`src/rtl/reg_write_arbiter_pkg.sv`:
```
// Shared definitions for the register write arbiter.
// Holds the FSM state encoding, the default requester count and data width,
// and a helper that sizes requester-index fields.
package reg_write_arbiter_pkg;

  localparam int unsigned NDefault = 4;
  localparam int unsigned WDefault = 32;

  typedef enum logic [1:0] {
    StIdle  = 2'd0,
    StGrant = 2'd1,
    StWrite = 2'd2
  } state_e;

  // Width of an index into N requesters; at least one bit even when N == 1.
  function automatic int unsigned idx_width(input int unsigned n);
    return (n > 1) ? $clog2(n) : 1;
  endfunction

endpackage

```
`src/rtl/reg_write_arbiter_rr_picker.sv`:
```
// Combinational round-robin picker.
// Searches req_i starting at ptr_i, wrapping from N-1 to 0; the first set bit wins.
// Ports:
//   req_i   - request vector (N bits)
//   ptr_i   - index at which the search starts (must be < N)
//   pick_o  - one-hot winner, all-zero when req_i is empty
//   index_o - binary index of the winner, zero when req_i is empty
module rr_picker
  import reg_write_arbiter_pkg::*;
#(
  parameter int unsigned N = NDefault,
  localparam int unsigned PW = idx_width(N)
) (
  input  logic [N-1:0]  req_i,
  input  logic [PW-1:0] ptr_i,
  output logic [N-1:0]  pick_o,
  output logic [PW-1:0] index_o
);

  logic          found;
  logic [PW:0]   sum;
  logic [PW-1:0] cand;

  always_comb begin
    pick_o  = '0;
    index_o = '0;
    found   = 1'b0;
    sum     = '0;
    cand    = '0;
    for (int unsigned k = 0; k < N; k++) begin
      // ptr_i < N and k < N, so one conditional subtract gives (ptr_i + k) mod N.
      sum = {1'b0, ptr_i} + (PW + 1)'(k);
      if (sum >= (PW + 1)'(N)) begin
        sum = sum - (PW + 1)'(N);
      end
      cand = sum[PW-1:0];
      if (!found && req_i[cand]) begin
        found        = 1'b1;
        pick_o[cand] = 1'b1;
        index_o      = cand;
      end
    end
  end

endmodule

```
`src/rtl/reg_write_arbiter.sv`:
```
// Round-robin arbiter granting N requesters write access to one shared register.
// Each write takes three cycles: IDLE (arbitrate), GRANT (gnt pulse, capture data),
// WRITE (reg_we pulse, advance the round-robin pointer past the winner).
// Ports:
//   clk      - clock, rising edge
//   rst      - asynchronous active-high reset
//   req      - per-requester level request (N bits)
//   wdata    - packed write data, slice i at [i*W +: W]
//   gnt      - one-hot grant pulse, high only in GRANT
//   reg_data - data to the shared register, always the captured value
//   reg_we   - load strobe to the shared register, high only in WRITE
//   busy     - high whenever the FSM is not in IDLE
module reg_write_arbiter
  import reg_write_arbiter_pkg::*;
#(
  parameter int unsigned N = NDefault,
  parameter int unsigned W = WDefault
) (
  input  logic           clk,
  input  logic           rst,
  input  logic [N-1:0]   req,
  input  logic [N*W-1:0] wdata,
  output logic [N-1:0]   gnt,
  output logic [W-1:0]   reg_data,
  output logic           reg_we,
  output logic           busy
);

  localparam int unsigned PW = idx_width(N);

  state_e        state_q, state_d;
  logic [PW-1:0] ptr_q, ptr_d;
  logic [PW-1:0] win_q, win_d;
  logic [N-1:0]  pick_q, pick_d;
  logic [W-1:0]  data_q, data_d;

  logic [N-1:0]  rr_pick;
  logic [PW-1:0] rr_index;

  rr_picker #(
    .N(N)
  ) u_rr_picker (
    .req_i  (req),
    .ptr_i  (ptr_q),
    .pick_o (rr_pick),
    .index_o(rr_index)
  );

  always_comb begin
    state_d = state_q;
    ptr_d   = ptr_q;
    win_d   = win_q;
    pick_d  = pick_q;
    data_d  = data_q;
    gnt     = '0;
    reg_we  = 1'b0;
    unique case (state_q)
      StIdle: begin
        if (|req) begin
          win_d   = rr_index;
          pick_d  = rr_pick;
          state_d = StGrant;
        end
      end
      StGrant: begin
        gnt    = pick_q;
        // pick_q is one-hot, so OR-ing the masked slices selects the winner's data.
        data_d = '0;
        for (int unsigned i = 0; i < N; i++) begin
          if (pick_q[i]) begin
            data_d = data_d | wdata[i*W +: W];
          end
        end
        state_d = StWrite;
      end
      StWrite: begin
        reg_we = 1'b1;
        if (win_q == PW'(N - 1)) begin
          ptr_d = '0;
        end else begin
          ptr_d = win_q + PW'(1);
        end
        state_d = StIdle;
      end
      default: begin
        state_d = StIdle;
      end
    endcase
  end

  always_ff @(posedge clk or posedge rst) begin
    if (rst) begin
      state_q <= StIdle;
      ptr_q   <= '0;
      win_q   <= '0;
      pick_q  <= '0;
      data_q  <= '0;
    end else begin
      state_q <= state_d;
      ptr_q   <= ptr_d;
      win_q   <= win_d;
      pick_q  <= pick_d;
      data_q  <= data_d;
    end
  end

  assign reg_data = data_q;
  assign busy     = (state_q != StIdle);

endmodule

```
`config.mk`:
```
export PLATFORM = sky130hd
export DESIGN_NAME = reg_write_arbiter
export DESIGN_NICKNAME = d
export VERILOG_FILES = /design/src/rtl/reg_write_arbiter_pkg.sv /design/src/rtl/reg_write_arbiter_rr_picker.sv /design/src/rtl/reg_write_arbiter.sv
export SDC_FILE = /design/constraint.sdc
export NUM_CORES = 1
export LEC_CHECK = 0
export ABC_AREA = 1
export CELL_PAD_IN_SITES_DETAIL_PLACEMENT = 1
export CELL_PAD_IN_SITES_GLOBAL_PLACEMENT = 1
export CORE_MARGIN = 1
export CORE_UTILIZATION = 41
export CTS_CLUSTER_SIZE = 8
export DETAILED_ROUTE_END_ITERATION = 10
export DONT_BUFFER_PORTS = 1
export GPL_TIMING_DRIVEN = 0
export PLACE_DENSITY_LB_ADDON = 0.1
export SLEW_MARGIN = 20
export SYNTH_ARGS = -nofsm -noshare
export SYNTH_HDL_FRONTEND = slang
export SYNTH_HIERARCHICAL = 1
export SYNTH_SLANG_ARGS = --single-unit
```
`constraint.sdc`:
```
create_clock -name clk -period 2.2 [get_ports clk]
set_input_delay 0.44 -clock clk [delete_from_list [all_inputs] [get_ports clk]]
set_output_delay 0.44 -clock clk [all_outputs]
set_load 0.02 [all_outputs]
```
* After elaboration in Yosys (flattened, before gate mapping)
Cells that the tools add are included.
** Operators by class
- Reductions and logical operators :: 14
- Equality and inequality tests :: 4
- Add/subtract/negate cells :: 8
- $lt $le $gt $ge :: 12
- Mux-type cells :: 43
- Bitwise operators :: 6
** Operator list (number)
- 2-to-1 mux 32 bit :: 7
- bitwise OR 32 bit :: 3
- 2-to-1 mux 2 bit :: 10
- 2-to-1 mux 4 bit :: 5
- less-than comparator 2 x 3 -> 1 bit, second input constant :: 4
- 2-to-1 mux 1 bit :: 12
- bitwise OR 4 bit :: 3
- greater-or-equal comparator 3 bit, second input constant :: 3
- binary-select mux 1 bit (select 2 bit) :: 4
- demux 1 bit (select 2 bit) :: 4
- greater-or-equal comparator 2 x 1 -> 1 bit, second input constant :: 4
- subtractor 2 x 1 -> 2 bit, second input constant :: 4
- logical AND 1 bit :: 7
- adder 2 x 2 -> 3 bit, second input constant :: 2
- equality test 2 bit, second input constant :: 2
- case mux 2 bit (2 select lines) :: 1
- OR reduction 4 bit :: 1
- adder 2 x 1 -> 3 bit, second input constant :: 1
- greater-or-equal comparator 2 x 3 -> 1 bit, second input constant :: 1
- logical NOT 1 bit :: 3
- adder 2 x 1 -> 2 bit, second input constant :: 1
- equality test 2 x 1 -> 1 bit, second input constant :: 1
- logical NOT 2 bit :: 1
- inequality test 2 bit, second input constant :: 1
- 2 further kinds :: 2
** Word-level totals
- Bits in registers :: 42
- Bits of input ports :: 134
- Word-level logic and storage cells :: 92

* Depth between registers and ports, before layout
- Word-level depth :: 14
- Depth in mapped cells :: 12

* Cells and area by module
Netlist, hierarchy kept.
** Modules (own cells, without submodules)
- reg_write_arbiter :: area each 2557.5 um^2, cells an instance 402, times used 1, seq. area each 1051.0 um^2
- rr_picker :: area each 476.7 um^2, cells an instance 82, times used 1, seq. area each 0.0 um^2

* Worst setup path before layout
No wires, ideal clock.
- Path type :: register to register
- Start point :: reg ptr_q[1]
- End point :: reg win_q[0]
- Period minus slack after synthesis :: 1.713 ns
- Arrival time :: 1.647 ns
- Setup time :: 0.065 ns
- Path slack :: 0.487 ns
- Stages on the path, launching flop included :: 12
- Path buffers :: 0
- Cell sequence :: dfrtp_1 -> inv_1 -> ha_1 -> inv_1 -> nand3_1 -> nand2_1 -> nand3_1 -> nor2_1 -> nor2_1 -> nor2_1 -> nand3_1 -> nand2_1
** Between the ends
- Cells in the longest elaborated chain, start to end :: 14
- Elaborated cells on any way between the ends :: 36
- Those cells by class :: 7 x add/sub; 4 x order compare; 19 x mux; 6 x reduce/logical
** RTL lines
- start: declaration :: line reg_write_arbiter.sv:32 : logic [PW-1:0] ptr_q, ptr_d;
- start signal: assignment :: line reg_write_arbiter.sv:100 : ptr_q <= ptr_d;
- branches (longest 13 deep; another with adder 2 x 1 -> 3 bit)
- 2-to-1 mux 2 bit (*) :: line reg_write_arbiter_rr_picker.sv:37 : if (!found && req_i[cand]) begin
- named net rr_index[0] :: line reg_write_arbiter.sv:38 : logic [PW-1:0] rr_index;
- end signal: assignment :: line reg_write_arbiter.sv:101 : win_q <= win_d;
- end: declaration :: line reg_write_arbiter.sv:33 : logic [PW-1:0] win_q, win_d;
Mark *: on every way through the listed nets, which the timed path passes. The select of a mux whose other input is x is not followed.
A chain may end at the register's enable or synchronous reset.

* Final worst setup path
Ends and elaborated chain as after synthesis.

==> results.toml <==
[status]
status = "complete, no violations"

[global_route]
grt_start_max_net_pins = 25
grt_pass1_vias = 3206
antenna_found_initial = 0
grt_pass1_wl_um = 15700
gr-total-overflow = 0
grt.total_usage = 0.268

[synthesis]
syn_inst = 484
synth_seq_cells = 42
synth.net_count = 624
synth_cell_types = 20
synth_area_per_cell_um2 = 6.27
ys_warn_count = 6
ys_seq_area_frac = 0.346
syn_area_um2 = 3030

[setup_path]
startpoint = "ptr_q[1]"
path_class = "flop to flop"
arrival_ps = 2210
crit_path_top_delay_cell = "dfrtp_2"
cp-end-kind = "flop"
cp_top_family = "simple AND/OR/NAND/NOR gates"
worst-path-stages = 11
regToRegEndpoint = "win_q[0]"
r2r_slack_ps = 220
start_kind = "flop"
crit_path_max_fanout = 6
cp.required_ps = 2440
crit_end = "win_q[0]"
worst_r2r_startpoint = "ptr_q[1]"
cpPeakStageDelay_ps = 450
reg2regPathDepth = 11
crit_chain = "clkinvlp_4 -> ha_1 -> inv_1 -> nand3_1 -> nand2_1 -> nand3_1 -> nor2_1 -> nor2_1 -> nor2_1 -> nand3_1 -> nand2_1"
crit_buf_inv = 2

[power_and_ir_drop]
p_comb_frac = 0.568
power_density_nw_per_um2 = 1650
power.share.clock = 0.092
vdd_drop_max_v = 0.000711
pwr-share-seq = 0.340
power.leakage_nw = 1.60
intPower_mw = 2.47
power_switching_mw = 2.97
swShare = 0.545
p_total_mw = 5.44

[clocking]
root_buffer = "clkbuf_8"
cts_tree = "yes"
clk_pin_slew_worst_paths_ps = 90
htreeDepth = 2
clock_path_buffers = 2
cts_hold_buf = 0
clock_sinks = 42
clock_latency_ps = 290
cts_buffers = 5

[sta]
finalMaxSlewViolations = 0
hold_viol = 0
rsz0062_at_grt = "no"
tightest_slew_ps = 559
fin_crit_sh = 0.900
setup_viol_count_final = 0
min_period_ps = 1980
fmax_mhz = 505
fin_setup_tns_ps = 0
finalWorstSetupSlack_ps = 221
slew_headroom = 0.626
finalClockSkew_ps = 14.1
whs_ps = 32.8

[place]
gp_congestion = 0.828
hpwl_um = 8100
placed_cells = 581
dp_slack_ps = 74.3
port_buffers = 0
placed_area_um2 = 3180

[drt]
dr.first_iter.drc_count = 57
via_per_inst = 5.37
wl_per_cell_um = 17.3
firstDrtPassIters = 4
vias = 3177
detail-route-antenna-nets = 0
drc_errors = 0
drt_wl_total_um = 10200

[floorplan]
fp.dieH_um = 88.0
initial_core_util = 0.435
die_area_um2 = 7750
num_rows = 30
io_pins = 172
die_w_um = 88.0
core_um2 = 6980

[layout]
drive_gt1_frac = 0.111
design_area_um2 = 3300
antenna_cells = 0
final.fill_count = 989
fin_nets = 635
final_cells = 592
multi_input_area_um2 = 1750
areaGrowthSynthToFinish_pct = 8.66
utilization = 0.472
seq_area_um2 = 1050

[job]
maxCapViolations = 0

[min_path]
hold_path.class = "input port to async pin"
[cells in the mapped netlist, drive strengths merged]
cell type | count | area share
ha | 6 | 0.025
nand2 | 170 | 0.22
nor2 | 112 | 0.15
a21boi | 4 | 0.0099
nand3 | 94 | 0.16
o21ai | 4 | 0.0066
dfrtp | 42 | 0.35
buf | 27 | 0.051
inv | 20 | 0.026
a21oi | 5 | 0.0082
[worst reg2reg max path, stage by stage, from the launching register on]
cell        delay, ps
dfrtp_2           450
clkinvlp_4        190
ha_1              360
inv_1             150
nand3_1            90
nand2_1           130
nand3_1            80
nor2_1            130
nor2_1             50
nor2_1            110
nand3_1           100
nand2_1            80
[cell families after synthesis]
family          synth area share
compound gates            0.0247
fa+ha+maj                 0.0247
buf+inv                   0.0775
flops                      0.346
simple gates               0.527
[cells in the final DEF (no fill, tap or decap)]
cell and instances:
a21oi_1 5, nand2_2 3, nand3_1 93, nor2_4 1, clkinv_2 1, clkbuf_1 1, nor2_8 1, nor2_1 109
clkinv_4 1, nand3_4 1, buf_4 6, nand2_1 164, inv_2 3, buf_6 2, o21ai_1 4, a21boi_0 4
buf_16 1, dfrtp_2 2, dfrtp_1 40, clkbuf_8 5, buf_2 22, inv_6 1, clkinvlp_4 1, nand2_4 3
inv_1 15, nor2_2 1, ha_1 6
[per-layer routing]
metal / global-route usage / share of wire / up-vias / wire [µm]
met2: 0.495 / 0.52 / 110 / 5300
met4: 0.0836 / 0.016 / 0 / 167
met1: 0.310 / 0.39 / 1511 / 4030
li1: - / - / 1544 / -
met5: 0 / 0 / - / 0
met3: 0.0566 / 0.073 / 12 / 743
[worst min-delay path by stage]
stage | startpoint | to | slack, ps
6_report | rst | reg_data[17] | 30
5_1_grt | rst | reg_data[17] | 50
4_1_cts | rst | reg_data[17] | 50
3_5_place_dp | rst | reg_data[17] | 370
3_3_place_gp | win_q[1] | win_q[1] | 470
2_1_floorplan | win_q[1] | win_q[1] | 450
[registers in the layout, summed over array words and instances (netlist names)]
register and count:
reg_data 32, win_q 2, pick_q 4, state_q 2
ptr_q 2
[repair_timing]
item                                   CTS  global route
endpoints found under the hold margin    0             0
setup endpoints to repair                0             6
gates resized for setup                  0             3
buffers inserted                         0             3
[power by group through the flow]
stage / clock (mW) / sequential, mW / combinational, mW
6_report: 0.500 / 1.85 / 3.09
5_1_grt: 0.544 / 1.90 / 3.53
4_1_cts: 0.514 / 1.86 / 3.08
3_5_place_dp: 0 / 1.88 / 3.07
3_3_place_gp: 0 / 1.87 / 2.94
2_1_floorplan: 0 / 1.76 / 2.36
[cell type report]
type	instances	share of cell area
multi-input combinational	395	0.530
sequential	42	0.320
buffer	27	0.0471
tap	96	0.0364
inverter	20	0.0254
clock buffer	6	0.0220
timing repair buffer	4	0.0152
clock inverter	2	0.00417
(Power assumes the default switching activity.)
